`config.mk`:
```
export PLATFORM = sky130hd
export DESIGN_NAME = fifo_sync_param
export DESIGN_NICKNAME = d
export VERILOG_FILES = /design/src/rtl/fifo_sync_param.sv
export SDC_FILE = /design/constraint.sdc
export NUM_CORES = 1
export LEC_CHECK = 0
export CAP_MARGIN = 5
export CORE_MARGIN = 4
export CORE_UTILIZATION = 27
export CTS_CLUSTER_DIAMETER = 60
export DETAILED_ROUTE_END_ITERATION = 10
export PLACE_DENSITY = 0.46
export SLEW_MARGIN = 20
export SYNTH_ARGS = -nofsm -noshare
export SYNTH_HDL_FRONTEND = slang
export SYNTH_SLANG_ARGS = --single-unit
```
`constraint.sdc`:
```
create_clock -name clk -period 2.68 [get_ports clk]
set_input_delay 0.402 -clock clk [delete_from_list [all_inputs] [get_ports clk]]
set_output_delay 0.402 -clock clk [all_outputs]
set_load 0.05 [all_outputs]
```
`src/rtl/fifo_sync_param.sv`:
```
// fifo_sync_param: single-clock FIFO with programmable depth and width, occupancy
// count, almost-full/almost-empty thresholds, sticky overflow/underflow flags,
// and a choice of registered or first-word-fall-through read data.
//
// Handshake: wn is a write request and rn is a read request (pop). A request is
// accepted on the rising edge where it is presented and the FIFO can honour it:
// reads need a stored word (rd_ok = rn && !empty); writes need a free slot, and
// a same-edge accepted read counts as freeing one (wr_ok = wn && (!full || rd_ok)).
// A request that is not accepted has no effect on storage or pointers and sets
// the matching sticky error flag instead. There is no back-pressure output
// other than full/empty; the requester is expected to watch those.
module fifo_sync_param #(
    parameter int DATA_W    = 8,
    parameter int DEPTH     = 8,
    parameter int AFULL_TH  = DEPTH - 2,
    parameter int AEMPTY_TH = 2,
    parameter int FWFT      = 0
) (
    input  logic                     clk,
    input  logic                     reset,
    input  logic                     wn,
    input  logic                     rn,
    input  logic [DATA_W-1:0]        data_in,
    input  logic                     clr_err,
    output logic [DATA_W-1:0]        data_out,
    output logic                     full,
    output logic                     empty,
    output logic                     almost_full,
    output logic                     almost_empty,
    output logic [$clog2(DEPTH):0]   count,
    output logic                     overflow,
    output logic                     underflow
);

    localparam int AW = $clog2(DEPTH);
    localparam int CW = AW + 1;

    localparam logic [CW-1:0] DEPTH_C  = CW'(DEPTH);
    localparam logic [CW-1:0] AFULL_C  = CW'(AFULL_TH);
    localparam logic [CW-1:0] AEMPTY_C = CW'(AEMPTY_TH);

    // Reject configurations the pointer arithmetic and flag logic cannot honour.
    if (DEPTH < 2 || (DEPTH & (DEPTH - 1)) != 0) begin : g_bad_depth
        $error("fifo_sync_param: DEPTH must be a power of two >= 2");
    end
    if (AFULL_TH < 1 || AFULL_TH > DEPTH) begin : g_bad_afull
        $error("fifo_sync_param: AFULL_TH must be in 1..DEPTH");
    end
    if (AEMPTY_TH < 0 || AEMPTY_TH > DEPTH - 1) begin : g_bad_aempty
        $error("fifo_sync_param: AEMPTY_TH must be in 0..DEPTH-1");
    end
    if (FWFT != 0 && FWFT != 1) begin : g_bad_fwft
        $error("fifo_sync_param: FWFT must be 0 or 1");
    end

    logic [DATA_W-1:0] mem [DEPTH];
    logic [AW-1:0]     wptr;
    logic [AW-1:0]     rptr;
    logic              rd_ok;
    logic              wr_ok;

    // Status flags are pure decodes of the registered occupancy count.
    always_comb begin
        full         = (count == DEPTH_C);
        empty        = (count == '0);
        almost_full  = (count >= AFULL_C);
        almost_empty = (count <= AEMPTY_C);
    end

    // Acceptance: a full FIFO still takes a write when a read pops on the same edge.
    always_comb begin
        rd_ok = rn && !empty;
        wr_ok = wn && (!full || rd_ok);
    end

    // Storage array; contents survive reset and are only meaningful between pointers.
    always_ff @(posedge clk) begin
        if (wr_ok) begin
            mem[wptr] <= data_in;
        end
    end

    // Pointers advance on accepted operations and wrap naturally (DEPTH is 2^AW).
    always_ff @(posedge clk or posedge reset) begin
        if (reset) begin
            wptr <= '0;
            rptr <= '0;
        end else begin
            if (wr_ok) wptr <= wptr + 1'b1;
            if (rd_ok) rptr <= rptr + 1'b1;
        end
    end

    // Occupancy: moves only when exactly one of write/read is accepted.
    always_ff @(posedge clk or posedge reset) begin
        if (reset) begin
            count <= '0;
        end else begin
            case ({wr_ok, rd_ok})
                2'b10:   count <= count + 1'b1;
                2'b01:   count <= count - 1'b1;
                default: count <= count;
            endcase
        end
    end

    // Sticky error flags; clr_err wins over an error raised on the same edge.
    always_ff @(posedge clk or posedge reset) begin
        if (reset) begin
            overflow  <= 1'b0;
            underflow <= 1'b0;
        end else if (clr_err) begin
            overflow  <= 1'b0;
            underflow <= 1'b0;
        end else begin
            if (wn && !wr_ok) overflow  <= 1'b1;
            if (rn && !rd_ok) underflow <= 1'b1;
        end
    end

    if (FWFT != 0) begin : g_fwft
        // Head of queue is presented directly; zero while nothing is stored.
        always_comb begin
            data_out = empty ? '0 : mem[rptr];
        end
    end else begin : g_std
        // Registered read: word appears the cycle after the accepting edge, then holds.
        always_ff @(posedge clk or posedge reset) begin
            if (reset) begin
                data_out <= '0;
            end else if (rd_ok) begin
                data_out <= mem[rptr];
            end
        end
    end

endmodule
```
==> flow_metrics.env, run 1 <==
export IMPL_maxCapViolCount=0
export IMPL_cts_buffer_depth=2
export IMPL_drive_above_1_share_pct=20.4
export IMPL_timing_rr_start="count[0]"
export IMPL_fin_area_sq_um=4420
export IMPL_cts_root_buf="clkbuf_16"
export IMPL_ys_seq_area_share_pct=68.2
export IMPL_yosys_warnings=0
export IMPL_ys_ff_latch=84
export IMPL_rsz0062_at_grt="false"
export IMPL_irDropWorstVdd_v=0.000340
export IMPL_worstPathRequired_ns=2.90
export IMPL_row_count=41
export IMPL_finalSetupViolCount=0
export IMPL_grtUsageTotal_pct=10.3
export IMPL_syn_num_nets=248
export IMPL_path_class="register to register"
export IMPL_cp_max_fo=7
export IMPL_async_flop_share_pct=23.8
export IMPL_grt_pass1_vias=2027
export IMPL_avgSynthCellArea_sq_um=15.4
export IMPL_synth_edff_count=64
export IMPL_num_nets_final=292
export IMPL_post_cts_buffers=0
export IMPL_reg2reg_to="count[3]"
export IMPL_dieHeight_um=123
export IMPL_min_period_ns=2.46
export IMPL_path_cells="or3_4 -> o21ai_2 -> or2_2 -> inv_1 -> ha_1 -> a21o_1 -> a21oi_1 -> mux2i_1 -> a211o_1"
export IMPL_grt_ovfl_total=0
export IMPL_multi_input_area_sq_um=1020
export IMPL_rr_worst_depth=9
export IMPL_htree_num_levels=3
export IMPL_wl_per_cell_um=15.6
export IMPL_globalplace_congestion=0.717
export IMPL_core_area_sq_um=12800
export IMPL_dieArea_sq_um=15100
export IMPL_min_path_type="input pin to asynchronous set/reset pin"
export IMPL_synth_top_area_share_pct=54.1
export IMPL_cp_depth=9
export IMPL_grt_start_max_net_pins=35
export IMPL_skew_ns=0.00639
export IMPL_worst_slew_pin_slew_ns=0.775
export IMPL_syn2layout_area_growth_pct=24.6
export IMPL_drc=0
export IMPL_io_pins=31
export IMPL_syn_inst=230
export IMPL_postRouteAntennaNets=0
export IMPL_max_clock_freq_mhz=406
export IMPL_maxSlewViolCount=0
export IMPL_crit_family="compound AO/OA/AOI/OAI gates"
export IMPL_p_leak_nw=1.65
export IMPL_port_buffer_count=30
export IMPL_powerDensity_nw_per_um2=1180
export IMPL_path_buf_inv=1
export IMPL_pre_cts_slack_ns=0.123
export IMPL_cts_sinks=84
export IMPL_yosysUniqueCellTypes=40
export IMPL_crit_path_start="count[0]"
export IMPL_insertion_delay_ns=0.33
export IMPL_hpwlAfterDp_um=4500
export IMPL_cts_tree="yes"
export IMPL_timing_slew_headroom_pct=48.2
export IMPL_hold_viol=0
export IMPL_drt_wl_total_um=7050
export IMPL_vias=1921
export IMPL_start_util_pct=27.8
export IMPL_cp_endpoint="count[3]"
export IMPL_cts_hold_buffers=0
export IMPL_placed_area_sq_um=4080
export IMPL_cp_start_kind="register"
export IMPL_die_w_um=123
export IMPL_syn_area_sq_um=3550
export IMPL_critPathArrivalTime_ns=2.68
export IMPL_fillers=1233
export IMPL_slowest_stage="dfrtp_2"
export IMPL_antenna_cells=0
export IMPL_dr_pass1_iters=4
export IMPL_period_share_pct=92.0
export IMPL_grt_antenna_before_repair=0
export IMPL_drt_iter0_drc=91
export IMPL_synth_area_top_cells="edfxtp_1, dfrtp_1, mux2i_1"
export IMPL_via_per_inst=4.26
export IMPL_seq_area_sq_um=2420
export IMPL_max_stage_delay_ns=0.45
export IMPL_cts_buffers=9
export IMPL_grt_pass1_wl_um=11100
export IMPL_reg2reg_slack_ns=0.22
export IMPL_status="finished, final reports clean"
export IMPL_tns_ns=0
export IMPL_yosys_area_top_type="edfxtp_1"
export IMPL_ys_flop_type="edfxtp_1"
export IMPL_clk_pin_slew_ns=0.06
export IMPL_end_kind="register"
export IMPL_layout_setup_ws_ns=0.215
metrics by stage:
step / utilization [%] / hold slack, ns / total power [mW] / instances
after global routing: 34.6 / 0.445 / 5.51 / 451
final: 34.6 / 0.414 / 5.20 / 451
after detailed placement: 32.0 / 0.479 / 3.87 / 435
after global placement: 32.0 / 0.474 / 3.85 / 435
after CTS: 34.6 / 0.422 / 5.29 / 451
after floorplan: - / 0.366 / 3.33 / 230
layout by cell type (no fill, tap or decap), drive strengths merged:
cell,instances
clkdlybuf4s50,28
a31oi,1
clkbuf,11
xor2,2
nand2,19
edfxtp,64
a21oi,4
nor3,3
mux2i,18
inv,8
or4b,1
a21o,2
xnor2,4
o21a,1
o21ai,10
nor2,11
a211o,1
a221o,8
ha,4
nor2b,3
o22ai,9
buf,15
bufinv,3
dfrtp,20
nand2b,5
or2,1
a211oi,1
or3,1
nor4b,1
mux2,18
fa,1
dlymetal6s2s,1
tightest hold or removal path: stages:
cell,delay [ns]
clkdlybuf4s50_1,0.40
inv_1,0.05
buf_4,0.28
logic make-up (layout without fill, tap and decap cells):
| logic type | count (synthesis) | after routing | share of synthesized area, % |
|---|---|---|---|
| DFF | 84 | 84 | 68.2 |
| and+or+nand+nor | 45 | 45 | 6.27 |
| AOI/OAI and AO/OA | 37 | 37 | 8.00 |
| muxes | 36 | 36 | 10.9 |
| buffers and inverters | 17 | 66 | 3.21 |
| xor gates and xnor gates | 6 | 6 | 1.48 |
| adders and majority gates | 5 | 5 | 1.97 |
cells in the mapped netlist (2+ instances only):
cell,count
xor2_1,2
ha_1,4
mux2_2,16
a21o_1,2
nor3_1,3
nand2_1,18
o21ai_1,8
buf_4,3
edfxtp_1,64
nand2b_1,4
dfrtp_1,20
nor2b_1,3
a221o_1,8
o22ai_1,8
a21oi_1,4
nor2_1,11
mux2i_1,18
buf_1,2
inv_1,6
buf_2,3
xnor2_1,4
metal layers:
metal | track usage (%) | part of all wire, % | wire length (um)
met1 | 11.8 | 42 | 2990
met2 | 17.9 | 52 | 3690
met3 | 2.49 | 3.4 | 238
met4 | 5.46 | 1.9 | 136
met5 | 0 | 0 | 0
final cells by class:
cell class	count	share of cell area, %
Clock buffer	11	5.26
Clock inverter	5	2.43
Inverter	6	0.509
Multi-Input combinational cell	129	23.0
Sequential cell	84	54.8
Tap cell	172	4.86
Timing Repair Buffer	44	9.16
worst min path at each step:
stage / depth (start not counted) / slack, ns / startpoint / end
floorplan: 1 / 0.37 / reset / count[2]
global placement: 2 / 0.47 / data_out[5] / data_out[5]
detailed placement: 2 / 0.48 / data_out[5] / data_out[5]
CTS: 3 / 0.42 / reset / data_out[5]
global route: 3 / 0.45 / reset / rptr[2]
finish: 3 / 0.41 / reset / rptr[2]
flip-flops by register name, indices dropped and copies added, names as in the netlist:
| register | count |
|---|---|
| count | 4 |
| data_out | 8 |
| mem | 64 |
| overflow | 1 |
| rptr | 3 |
| underflow | 1 |
| wptr | 3 |
timing repair:
action,4_1_cts,5_1_grt
endpoints found under the setup margin,0,1
gates resized for setup,0,1
hold endpoints to repair,0,0
power breakdown:
group / leakage [nW] / switching (mW) / total [mW] / internal (mW)
sequential: 0.821 / 0.168 / 1.85 / 1.68
clock: 0.165 / 0.485 / 1.40 / 0.918
combinational: 0.666 / 1.16 / 1.95 / 0.793
total: 1.65 / 1.81 / 5.20 / 3.39
(Power assumes the default switching activity.)
==> inputs of run 2 (changes only) <==
--- a/config.mk
+++ b/config.mk
@@ -5,6 +5,7 @@
 export SDC_FILE = /design/constraint.sdc
 export NUM_CORES = 1
 export LEC_CHECK = 0
+export ABC_AREA = 1
 export CAP_MARGIN = 5
 export CORE_MARGIN = 4
 export CORE_UTILIZATION = 27
==> flow_metrics.env, run 2 <==
export IMPL_die_w_um=122
export IMPL_skew_ns=0.00675
export IMPL_drc=0
export IMPL_cts_tree="yes"
export IMPL_wl_per_cell_um=14.8
export IMPL_hpwlAfterDp_um=5010
export IMPL_clk_pin_slew_ns=0.06
export IMPL_cts_root_buf="clkbuf_16"
export IMPL_finalSetupViolCount=0
export IMPL_drt_wl_total_um=7730
export IMPL_max_clock_freq_mhz=429
export IMPL_cts_resized=0
export IMPL_synth_area_top_cells="edfxtp_1, dfrtp_1, nor2_1"
export IMPL_maxCapViolCount=0
export IMPL_p_leak_nw=1.62
export IMPL_pre_cts_slack_ns=0.580
export IMPL_avgSynthCellArea_sq_um=11.7
export IMPL_tns_ns=0
export IMPL_fin_util_pct=34.0
export IMPL_maxSlewViolCount=0
export IMPL_worst_slew_pin_slew_ns=0.598
export IMPL_end_kind="output port"
export IMPL_syn_area_sq_um=3530
export IMPL_critPathArrivalTime_ns=1.93
export IMPL_yosysUniqueCellTypes=25
export IMPL_yosys_warnings=0
export IMPL_postRouteAntennaNets=0
export IMPL_ys_top_cells_by_count="edfxtp_1, nor2_1, nand2_1"
export IMPL_cp_max_fo=5
export IMPL_grt_pass1_vias=2193
export IMPL_min_path_type="input pin to asynchronous set/reset pin"
export IMPL_period_share_pct=86.9
export IMPL_powerDensity_nw_per_um2=1170
export IMPL_rsz0062_at_grt="false"
export IMPL_synth_edff_count=64
export IMPL_largest_register_ff_count=64
export IMPL_grtUsageTotal_pct=11.1
export IMPL_largest_register="mem"
export IMPL_min_period_ns=2.33
export IMPL_mostFrequentLayoutCells="edfxtp_1, nor2_1, nand2_1"
export IMPL_final_common_cell="edfxtp_1"
export IMPL_io_pins=31
export IMPL_grt_pass1_wl_um=12100
export IMPL_dieHeight_um=122
export IMPL_dr_pass1_iters=5
export IMPL_htree_num_levels=3
export IMPL_antenna_cells=0
export IMPL_grt_antenna_before_repair=0
export IMPL_insertion_delay_ns=0.34
export IMPL_post_cts_buffers=0
export IMPL_synth_top_area_share_pct=54.4
export IMPL_synth_most_common_cell="edfxtp_1"
export IMPL_ys_flop_type="edfxtp_1"
export IMPL_dieArea_sq_um=15000
export IMPL_ys_ff_latch=84
export IMPL_syn2layout_area_growth_pct=22.3
export IMPL_globalplace_congestion=0.743
export IMPL_worstPathRequired_ns=2.28
export IMPL_status="finished, final reports clean"
export IMPL_hold_viol=0
export IMPL_syn_inst=303
export IMPL_core_area_sq_um=12700
export IMPL_vias=2256
export IMPL_drt_iter0_drc=157
export IMPL_syn_num_nets=321
export IMPL_finalPower_mw=5.06
export IMPL_row_count=41
export IMPL_largest_registers="mem (64), data_out (8), count (4)"
export IMPL_path_class="register to output port"
export IMPL_cts_buffers=9
export IMPL_cts_sinks=84
export IMPL_irDropWorstVdd_v=0.000365
export IMPL_num_nets_final=363
export IMPL_ys_seq_area_share_pct=68.5
export IMPL_drive_above_1_share_pct=9.71
export IMPL_port_buffer_count=30
export IMPL_timing_slew_headroom_pct=60.1
export IMPL_yosys_area_top_type="edfxtp_1"
export IMPL_grt_start_max_net_pins=35
export IMPL_start_util_pct=27.8
export IMPL_grt_ovfl_total=0
export IMPL_async_flop_share_pct=23.8
export IMPL_layout_setup_ws_ns=0.351
export IMPL_cts_buffer_depth=2
export IMPL_cts_hold_buffers=0
export IMPL_cp_start_kind="register"
export IMPL_via_per_inst=4.32
[run 2: cell count changes after synthesis, sizes merged, moves of 5 or more]
cell,delta
o21ai,+25
o22ai,-9
nand3,+16
nor2,+48
mux2i,-18
mux2,-18
nand2b,-5
a221o,-8
o211ai,+16
inv,+15
nand2,+27
[run 2: area by class of cell]
cell class,count,area (sq um)
Fill cell,1301,8400
Sequential cell,84,2420
Multi-Input combinational cell,186,918
Timing Repair Buffer,42,390
Clock buffer,10,229
Tap cell,172,215
Inverter,22,82.6
Clock inverter,6,63.8
[run 2: report_power, final]
group / total [mW] / leakage, nW / internal, mW / switching (mW)
registers: 1.85 / 0.824 / 1.69 / 0.162
clock network: 1.21 / 0.140 / 0.722 / 0.491
logic: 1.99 / 0.656 / 0.635 / 1.36
[run 2: routing by layer]
metal	wire [um]	part of all wire, %	vias up	GRT usage (%)
met2	3610	47	29	17.1
met5	0	0	-	0
met1	3730	48	1091	15.0
li1	-	-	1127	-
met4	156	2.0	0	5.04
met3	230	3.0	9	2.49
[run 2: metrics by stage]
step / cells / hold WS, ns / area, sq um
after floorplan: 303 / 0.366 / 3530
after global placement: 506 / 0.467 / 4030
after detailed placement: 506 / 0.466 / 4030
after CTS: 522 / 0.428 / 4320
after global routing: 522 / 0.461 / 4320
final: 522 / 0.412 / 4320
[run 2: kinds of logic (layout without fill, tap and decap cells)]
| logic type | Yosys count | after routing | share of synthesized area, % |
|---|---|---|---|
| xor gates and xnor gates | 4 | 4 | 0.991 |
| buffers and inverters | 33 | 80 | 5.49 |
| and+or+nand+nor | 124 | 124 | 14.4 |
| adders and majority gates | 5 | 5 | 1.98 |
| AOI/OAI and AO/OA | 53 | 53 | 8.64 |
| DFF | 84 | 84 | 68.5 |
[run 2: worst max-delay path, cell delays in order (launching register included)]
cell,delay (ns)
dfrtp_1,0.43
nor2_2,0.17
nand3_1,0.11
inv_1,0.08
clkdlybuf4s50_1,0.80
[run 2: final timing paths]
path / depth (start not counted) / start / endpoint / slack (ns)
setup / recovery: 4 / count[0] / full / 0.35
hold / removal: 3 / reset / data_out[0] / 0.41
setup reg to reg: 13 / count[0] / count[3] / 0.90
hold reg to reg: 2 / data_out[3] / data_out[3] / 0.48
max in group asynchronous: 3 / reset / count[0] / 2.02
min in group clk: 2 / data_out[3] / data_out[3] / 0.48
